[src/rtl/timer_bus_initiator.sv]
// Register-bus initiator for the timer peripheral: queues READ/WRITE/POLL
// commands, runs them one at a time on the bus and returns one response per command.
module timer_bus_initiator #(
    parameter int FIFO_DEPTH   = 4,
    parameter int POLL_TIMEOUT = 1024
) (
    input  logic        clk,
    input  logic        rst_n,
    input  logic        cmd_valid,
    output logic        cmd_ready,
    input  logic [1:0]  cmd_op,
    input  logic [3:0]  cmd_addr,
    input  logic [31:0] cmd_wdata,
    output logic        rsp_valid,
    input  logic        rsp_ready,
    output logic [31:0] rsp_rdata,
    output logic        rsp_err,
    output logic        busy,
    output logic [3:0]  bus_addr,
    output logic        bus_wr_en,
    output logic        bus_rd_en,
    output logic [31:0] bus_wdata,
    input  logic [31:0] bus_rdata
);

    localparam int PW = $clog2(FIFO_DEPTH);
    localparam int CW = $clog2(POLL_TIMEOUT + 1);
    localparam logic [1:0] OP_READ  = 2'b00;
    localparam logic [1:0] OP_WRITE = 2'b01;
    localparam logic [1:0] OP_POLL  = 2'b10;

    typedef enum logic [1:0] {IDLE, ACCESS, POLL_GAP, RESP} state_t;

    state_t state, state_n;

    logic [37:0]   fifo_mem [FIFO_DEPTH];
    logic [PW:0]   wr_ptr, rd_ptr;
    logic          full, empty, push, pop;
    logic [1:0]    head_op;
    logic [3:0]    head_addr;
    logic [31:0]   head_data;
    logic          head_legal;

    logic [1:0]    cur_op, cur_op_n;
    logic [31:0]   mask, mask_n;
    logic [CW-1:0] poll_cnt, poll_cnt_n, poll_cnt_inc;
    logic [3:0]    addr_n;
    logic [31:0]   wdata_n, rdata_n;
    logic          wr_n, rd_n, err_n;

    // Pointers carry one extra wrap bit so full and empty are distinguishable.
    assign empty     = (wr_ptr == rd_ptr);
    assign full      = (wr_ptr[PW] != rd_ptr[PW]) && (wr_ptr[PW-1:0] == rd_ptr[PW-1:0]);
    assign cmd_ready = !full;
    assign push      = cmd_valid && cmd_ready;

    assign head_op   = fifo_mem[rd_ptr[PW-1:0]][37:36];
    assign head_addr = fifo_mem[rd_ptr[PW-1:0]][35:32];
    assign head_data = fifo_mem[rd_ptr[PW-1:0]][31:0];
    assign head_legal = (head_addr[1:0] == 2'b00) && (head_op != 2'b11) &&
                        !(head_op == OP_WRITE && head_addr == 4'h8);

    assign poll_cnt_inc = poll_cnt + 1'b1;
    assign rsp_valid    = (state == RESP);
    assign busy         = (state != IDLE) || !empty;

    always_ff @(posedge clk) begin
        if (push) begin
            fifo_mem[wr_ptr[PW-1:0]] <= {cmd_op, cmd_addr, cmd_wdata};
        end
    end

    always_ff @(posedge clk or negedge rst_n) begin
        if (!rst_n) begin
            state     <= IDLE;
            wr_ptr    <= '0;
            rd_ptr    <= '0;
            cur_op    <= OP_READ;
            mask      <= '0;
            poll_cnt  <= '0;
            bus_addr  <= '0;
            bus_wdata <= '0;
            bus_wr_en <= 1'b0;
            bus_rd_en <= 1'b0;
            rsp_rdata <= '0;
            rsp_err   <= 1'b0;
        end else begin
            state     <= state_n;
            if (push) wr_ptr <= wr_ptr + 1'b1;
            if (pop)  rd_ptr <= rd_ptr + 1'b1;
            cur_op    <= cur_op_n;
            mask      <= mask_n;
            poll_cnt  <= poll_cnt_n;
            bus_addr  <= addr_n;
            bus_wdata <= wdata_n;
            bus_wr_en <= wr_n;
            bus_rd_en <= rd_n;
            rsp_rdata <= rdata_n;
            rsp_err   <= err_n;
        end
    end

    // Next-state logic also computes the next value of every registered bus/response output.
    always_comb begin
        state_n    = state;
        pop        = 1'b0;
        cur_op_n   = cur_op;
        mask_n     = mask;
        poll_cnt_n = poll_cnt;
        addr_n     = bus_addr;
        wdata_n    = bus_wdata;
        wr_n       = 1'b0;
        rd_n       = 1'b0;
        rdata_n    = rsp_rdata;
        err_n      = rsp_err;
        case (state)
            IDLE: begin
                if (!empty) begin
                    pop        = 1'b1;
                    poll_cnt_n = '0;
                    cur_op_n   = head_op;
                    mask_n     = head_data;
                    if (head_legal) begin
                        addr_n  = head_addr;
                        state_n = ACCESS;
                        if (head_op == OP_WRITE) begin
                            wdata_n = head_data;
                            wr_n    = 1'b1;
                        end else begin
                            rd_n = 1'b1;
                        end
                    end else begin
                        rdata_n = '0;
                        err_n   = 1'b1;
                        state_n = RESP;
                    end
                end
            end
            ACCESS: begin
                case (cur_op)
                    OP_READ: begin
                        rdata_n = bus_rdata;
                        err_n   = 1'b0;
                        state_n = RESP;
                    end
                    OP_WRITE: begin
                        rdata_n = '0;
                        err_n   = 1'b0;
                        state_n = RESP;
                    end
                    default: begin
                        poll_cnt_n = poll_cnt_inc;
                        if ((bus_rdata & mask) != '0) begin
                            rdata_n = bus_rdata;
                            err_n   = 1'b0;
                            state_n = RESP;
                        end else if (poll_cnt_inc == CW'(POLL_TIMEOUT)) begin
                            rdata_n = bus_rdata;
                            err_n   = 1'b1;
                            state_n = RESP;
                        end else begin
                            state_n = POLL_GAP;
                        end
                    end
                endcase
            end
            POLL_GAP: begin
                rd_n    = 1'b1;
                state_n = ACCESS;
            end
            RESP: begin
                if (rsp_ready) state_n = IDLE;
            end
            default: state_n = IDLE;
        endcase
    end

endmodule

[config.mk]
export PLATFORM = sky130hd
export DESIGN_NAME = timer_bus_initiator
export DESIGN_NICKNAME = d
export VERILOG_FILES = /design/src/rtl/timer_bus_initiator.sv
export SDC_FILE = /design/constraint.sdc
export NUM_CORES = 1
export LEC_CHECK = 0
export ABC_AREA = 1
export BUFFER_PORTS_ARGS = -buffer_cell sky130_fd_sc_hd__clkbuf_2
export CAP_MARGIN = 30
export CORE_ASPECT_RATIO = 2
export CORE_UTILIZATION = 52
export CTS_CLUSTER_SIZE = 25
export DETAILED_ROUTE_END_ITERATION = 10
export PLACE_DENSITY = 0.79
export SYNTH_ARGS = -nofsm -noshare
export SYNTH_HDL_FRONTEND = slang
export SYNTH_SLANG_ARGS = --single-unit
[constraint.sdc]
create_clock -name clk -period 4.4 [get_ports clk]
set_input_delay 0.88 -clock clk [delete_from_list [all_inputs] [get_ports clk]]
set_output_delay 0.88 -clock clk [all_outputs]
set_load 0.01 [all_outputs]
## Yosys cells after proc, flatten, opt, wreduce, memory -nomap -nowiden

Memories as Yosys holds them, arrays and structs flattened.
Cells that the tools add are included.

- Mux-type cells: 34
- Equality and inequality tests: 17
- Bitwise operators: 2
- Reductions and logical operators: 23
- $add $sub $neg: 3

Operator list:

| cell | count |
|---|---|
| two-way mux 32 bit | 4 |
| case mux 32 bit (2 select lines) | 2 |
| AND 32 bit | 1 |
| nonzero test 32 bit | 1 |
| two-way mux 11 bit | 2 |
| case mux 11 bit (2 select lines) | 1 |
| two-way mux 1 bit | 19 |
| AND reduction 4 bit | 3 |
| adder 11 x 1 -> 11 bit, second input constant | 1 |
| == test 11 bit, second input constant | 1 |
| != test 2 bit, second input constant | 4 |
| case mux 2 bit (4 select lines) | 1 |
| adder 3 x 1 -> 3 bit, second input constant | 2 |
| == test 2 x 1 -> 1 bit, second input constant | 3 |
| logical NOT 2 bit | 3 |
| two-way mux 2 bit | 3 |
| AND reduction 3 bit | 2 |
| logical AND 1 bit | 5 |
| != test 5 bit, second input constant | 1 |
| == test 2 bit, second input constant | 2 |
| == test 4 bit, second input constant | 1 |
| != test 4 bit, second input constant | 1 |
| case mux 1 bit (2 select lines) | 2 |
| AND reduction 2 bit | 2 |
| 9 further kinds | 12 |

- Word-level logic and storage cells: 92
- Flip-flop bits (word level): 124
- Input port bits: 74
- RAM bits: 152
- Memories: 1

Memories:

| memory | depth | width | read ports | clocked after memory_dff | write ports | RTL line | source |
|---|---|---|---|---|---|---|---|
| fifo_mem | 4 | 38 | 1 | 0 | 1 | 36 | `logic [37:0] fifo_mem [FIFO_DEPTH];` |

## Depth between registers and ports, before layout

An unclocked memory read counts as a cell.

- Depth in word-level cells: 8
- Gate-level depth with buffers: 14
- Mapped depth without buffers: 13

## Worst setup path before layout

No wires, ideal clock.

- Kind: input-to-reg
- Start point: input cmd_valid
- End point: memory fifo_mem[3][0] (enable)
- Library setup time: 436 ps
- Slack: 1266 ps
- Stages: 2
- Path buffers: 0
- Arrival time: 2698 ps
- Cells stage by stage: nand2_1 > nor2_1

- Cells in the longest elaborated chain, start to end: 3

Ends and longest elaborated chain:

| item | RTL line | source |
|---|---|---|
| start, declared | 9 | `input logic cmd_valid,` |
| logical AND 1 bit | 55 | `assign push = cmd_valid && cmd_ready;` |
| two-way mux 1 bit | 68 | `if (push) begin` |
| two-way mux 1 bit (implied by the code) | 69 | `fifo_mem[wr_ptr[PW-1:0]] <= {cmd_op, cmd_addr, cmd_wdata};` |
| end, declared | 36 |  |

No other way between the ends.

## Final worst setup path

- Start point: register rd_ptr[0]
- End point: output busy

- Cells in the longest elaborated chain, start to end: 3

Ends and longest elaborated chain:

| item | RTL line | source |
|---|---|---|
| start, declared | 37 | `logic [PW:0] wr_ptr, rd_ptr;` |
| start signal, assigned | 90 | `if (pop) rd_ptr <= rd_ptr + 1'b1;` |
| == test 3 bit | 52 | `assign empty = (wr_ptr == rd_ptr);` |
| logical NOT 1 bit | n/a |  |
| logical OR 1 bit | 65 | `assign busy = (state != IDLE) \|\| !empty;` |
| end, declared | 18 | `output logic busy,` |

No other way between the ends.

==> impl_metrics.yaml <==
synth:
  yosysMostFrequentCell: "nand2_1"
  synth_fp_nets: 1198
  synth_common_cells: "nand2_1, edfxtp_1, dfrtp_1, nor2_1, o21ai_0"
  async_flop_share: 0.449
  ys_ff_latch: 276
  yosys.cell_types.count: 30
  avgSynthCellArea_um2: 10.1
  synth_flop_cell: "edfxtp_1"
  synth_edf_count: 152
  yosysTopAreaCellShare: 0.402
  synthCells: 1118
  yosysWarningCount: 0
  seq_area_frac_synth: 0.676
  yosys-top-cells-area: "edfxtp_1, dfrtp_1, nand2_1"
  yosysTopAreaCell: "edfxtp_1"
  syn-cell-area_mm2: 0.0113
timing:
  maxSlewHeadroom: 0.461
  max_slew.worst_pin.slew_ns: 0.808
  fin_crit_ns: 3.14
  skew_ns: 0.0114
  setup_viol: 0
  report.final.slew_viol_count: 0
  fin_tns_setup_ns: 0
  rsz0062_at_grt: "false"
  finalHoldViolations: 0
  fmax_mhz: 318
  period_share: 0.714
worst_setup_path:
  cp_max_fo: 35
  timing.rr.start: "rd_ptr[0]"
  end_kind: "output pin"
  slowest_delay_ns: 0.35
  worst-path-buf-inv: 4
  worstPathRequired_ns: 3.52
  startpoint: "rd_ptr[0]"
  rr_endpoint: "fifo_mem[1][30]"
  path_cells: "buf_4 -> inv_2 -> nand2_1 -> nand4_1 -> or2_1 -> nor3_1 -> inv_1 -> clkbuf_2"
  path_depth: 8
  worstPathArrival_ns: 2.26
  cp_top_family: "buffers and inverters"
  critPathSlowestCell: "dfrtp_2"
  crit_path_start_kind: "register"
  worstSetupEndpoint: "busy"
  r2r_slack_ns: 1.64
  reg2reg_depth: 8
  crit_type: "register to output pin"
clocking:
  clock_latency_ns: 0.52
  clk_pin_slew_ns: 0.07
  cts_hold_buf: 0
  post_cts_resized: 0
  cts_buffer_depth: 3
  cts_num_sinks: 276
  cts_buffers: 23
  htreeDepth: 1
  post_cts_buffers: 0
  cts_tree: "built"
  cts_root_buf: "clkbuf_16"
die:
  dieArea_mm2: 0.0225
  core_mm2: 0.0215
  die_w_um: 106
  die_h_um: 211
  ios: 148
  start_util: 0.528
  num_rows: 76
drt:
  drtPass1Iterations: 6
  routed_via_density: 5.29
  final_antenna_net_count: 0
  wire_per_inst_um: 16.2
  drt_iter0_markers: 476
  wirelength_um: 25000
  drc: 0
  vias: 8162
layout:
  synthToLayoutAreaGrowth_pct: 15.2
  final_util: 0.608
  antenna_cells: 0
  stdcell_count: 1543
  nets: 1334
  fillCellCount: 1789
  final_layout_size_suffix_gt1_frac: 0.172
outcome:
  status: "completed"
power:
  power.leakage_nw: 6.11
  p_per_area_mw_per_mm2: 654
  ir_drop_uv: 411
global_routing:
  grt_pass1_vias: 7970
  antenna_found_initial: 0
  grt_max_degree: 66
  grtUsageTotal: 0.228
  grt_overflow: 0
  grt_pass1_wl_um: 39800
hold_path:
  hold_path_class: "input pin to async pin"
flow_run:
  cap_viol_max_count: 0
place:
  dp_cells: 1502
  gp_congestion: 0.852
  io_buffers: 147
  dp_hpwl_um: 17200
cell families (layout without fill, tap and decap cells):
kind of cell / Yosys count / after routing / synth area share
adders and majority gates: 6 / 6 / 0.00662
xor gates and xnor gates: 5 / 5 / 0.00386
DFF: 276 / 276 / 0.676
buffers and inverters: 122 / 274 / 0.0490
AOI/OAI and AO/OA: 116 / 116 / 0.0557
and+or+nand+nor: 593 / 593 / 0.209
cell type report:
| type | instances | area [um^2] | area share |
|---|---|---|---|
| Clock inverter | 17 | 205 | 0.0157 |
| Multi-Input combinational cell | 720 | 3160 | 0.242 |
| Clock buffer | 24 | 579 | 0.0443 |
| Tap cell | 273 | 342 | 0.0261 |
| Timing Repair Buffer | 161 | 851 | 0.0651 |
| Inverter | 72 | 273 | 0.0209 |
| Sequential cell | 276 | 7670 | 0.586 |
layer usage:
layer | vias up | global-route usage | share of wire
met5 | - | 0 | 0
met4 | 0 | 0.129 | 0.050
met3 | 69 | 0.0262 | 0.049
met2 | 284 | 0.405 | 0.53
met1 | 3877 | 0.265 | 0.37
li1 | 3932 | - | -
power breakdown:
part           internal (mW)  switching, mW  total, mW
registers               3.42          0.310       3.73
clock network           1.20          0.914       2.12
logic                  0.792           1.91       2.70
total                   5.42           3.14       8.56
registers in the layout, indices dropped and copies added, names as in the netlist:
signal / cells
rd_ptr: 3
mask: 32
state: 2
cur_op: 2
wr_ptr: 3
poll_cnt: 11
bus_wr_en: 1
bus_rd_en: 1
bus_wdata: 32
bus_addr: 4
rsp_rdata: 32
fifo_mem: 152
rsp_err: 1
worst reg2reg max path: stages (launching register included):
cell	delay [ns]
dfrtp_2	0.40
buf_4	0.24
inv_2	0.23
nand2_1	0.08
nand4_1	0.10
nand2b_1	0.12
nand2_1	0.28
nor2_4	0.69
buf_4	0.33
cell usage in the layout, fill, tap and decap left out, drive strengths merged:
master,count
nand3,63
nor3,1
edfxtp,152
buf,15
o21bai,1
nand2b,1
a21oi,3
xnor2,1
nand4,5
nor2,126
ha,6
xor2,4
a22oi,1
clkinvlp,6
nand2,396
o21ai,74
dfrtp,124
bufinv,4
clkinv,5
inv,74
or2,1
o22ai,37
clkbuf,170
worst min-delay path by stage:
stage / startpoint / depth (start not counted) / to
6_report: rst_n / 1 / wr_ptr[1]
3_3_place_gp: bus_addr[0] / 2 / bus_addr[0]
2_1_floorplan: mask[10] / 2 / mask[10]
3_5_place_dp: bus_addr[2] / 2 / bus_addr[2]
5_1_grt: rst_n / 1 / bus_addr[1]
4_1_cts: rst_n / 1 / poll_cnt[7]
metrics by stage:
step                      setup slack [ns]  hold WS, ns  total power [mW]  instance area, um^2
after floorplan                       1.27        0.449              5.64                11300
after global placement                1.64        0.451              6.37                12300
after detailed placement              1.56        0.459              6.48                12300
after CTS                             1.26        0.455              8.60                13100
after global routing                  1.05        0.496              9.08                13100
final                                 1.26        0.428              8.56                13100
Power figures use the tool's default switching activity.
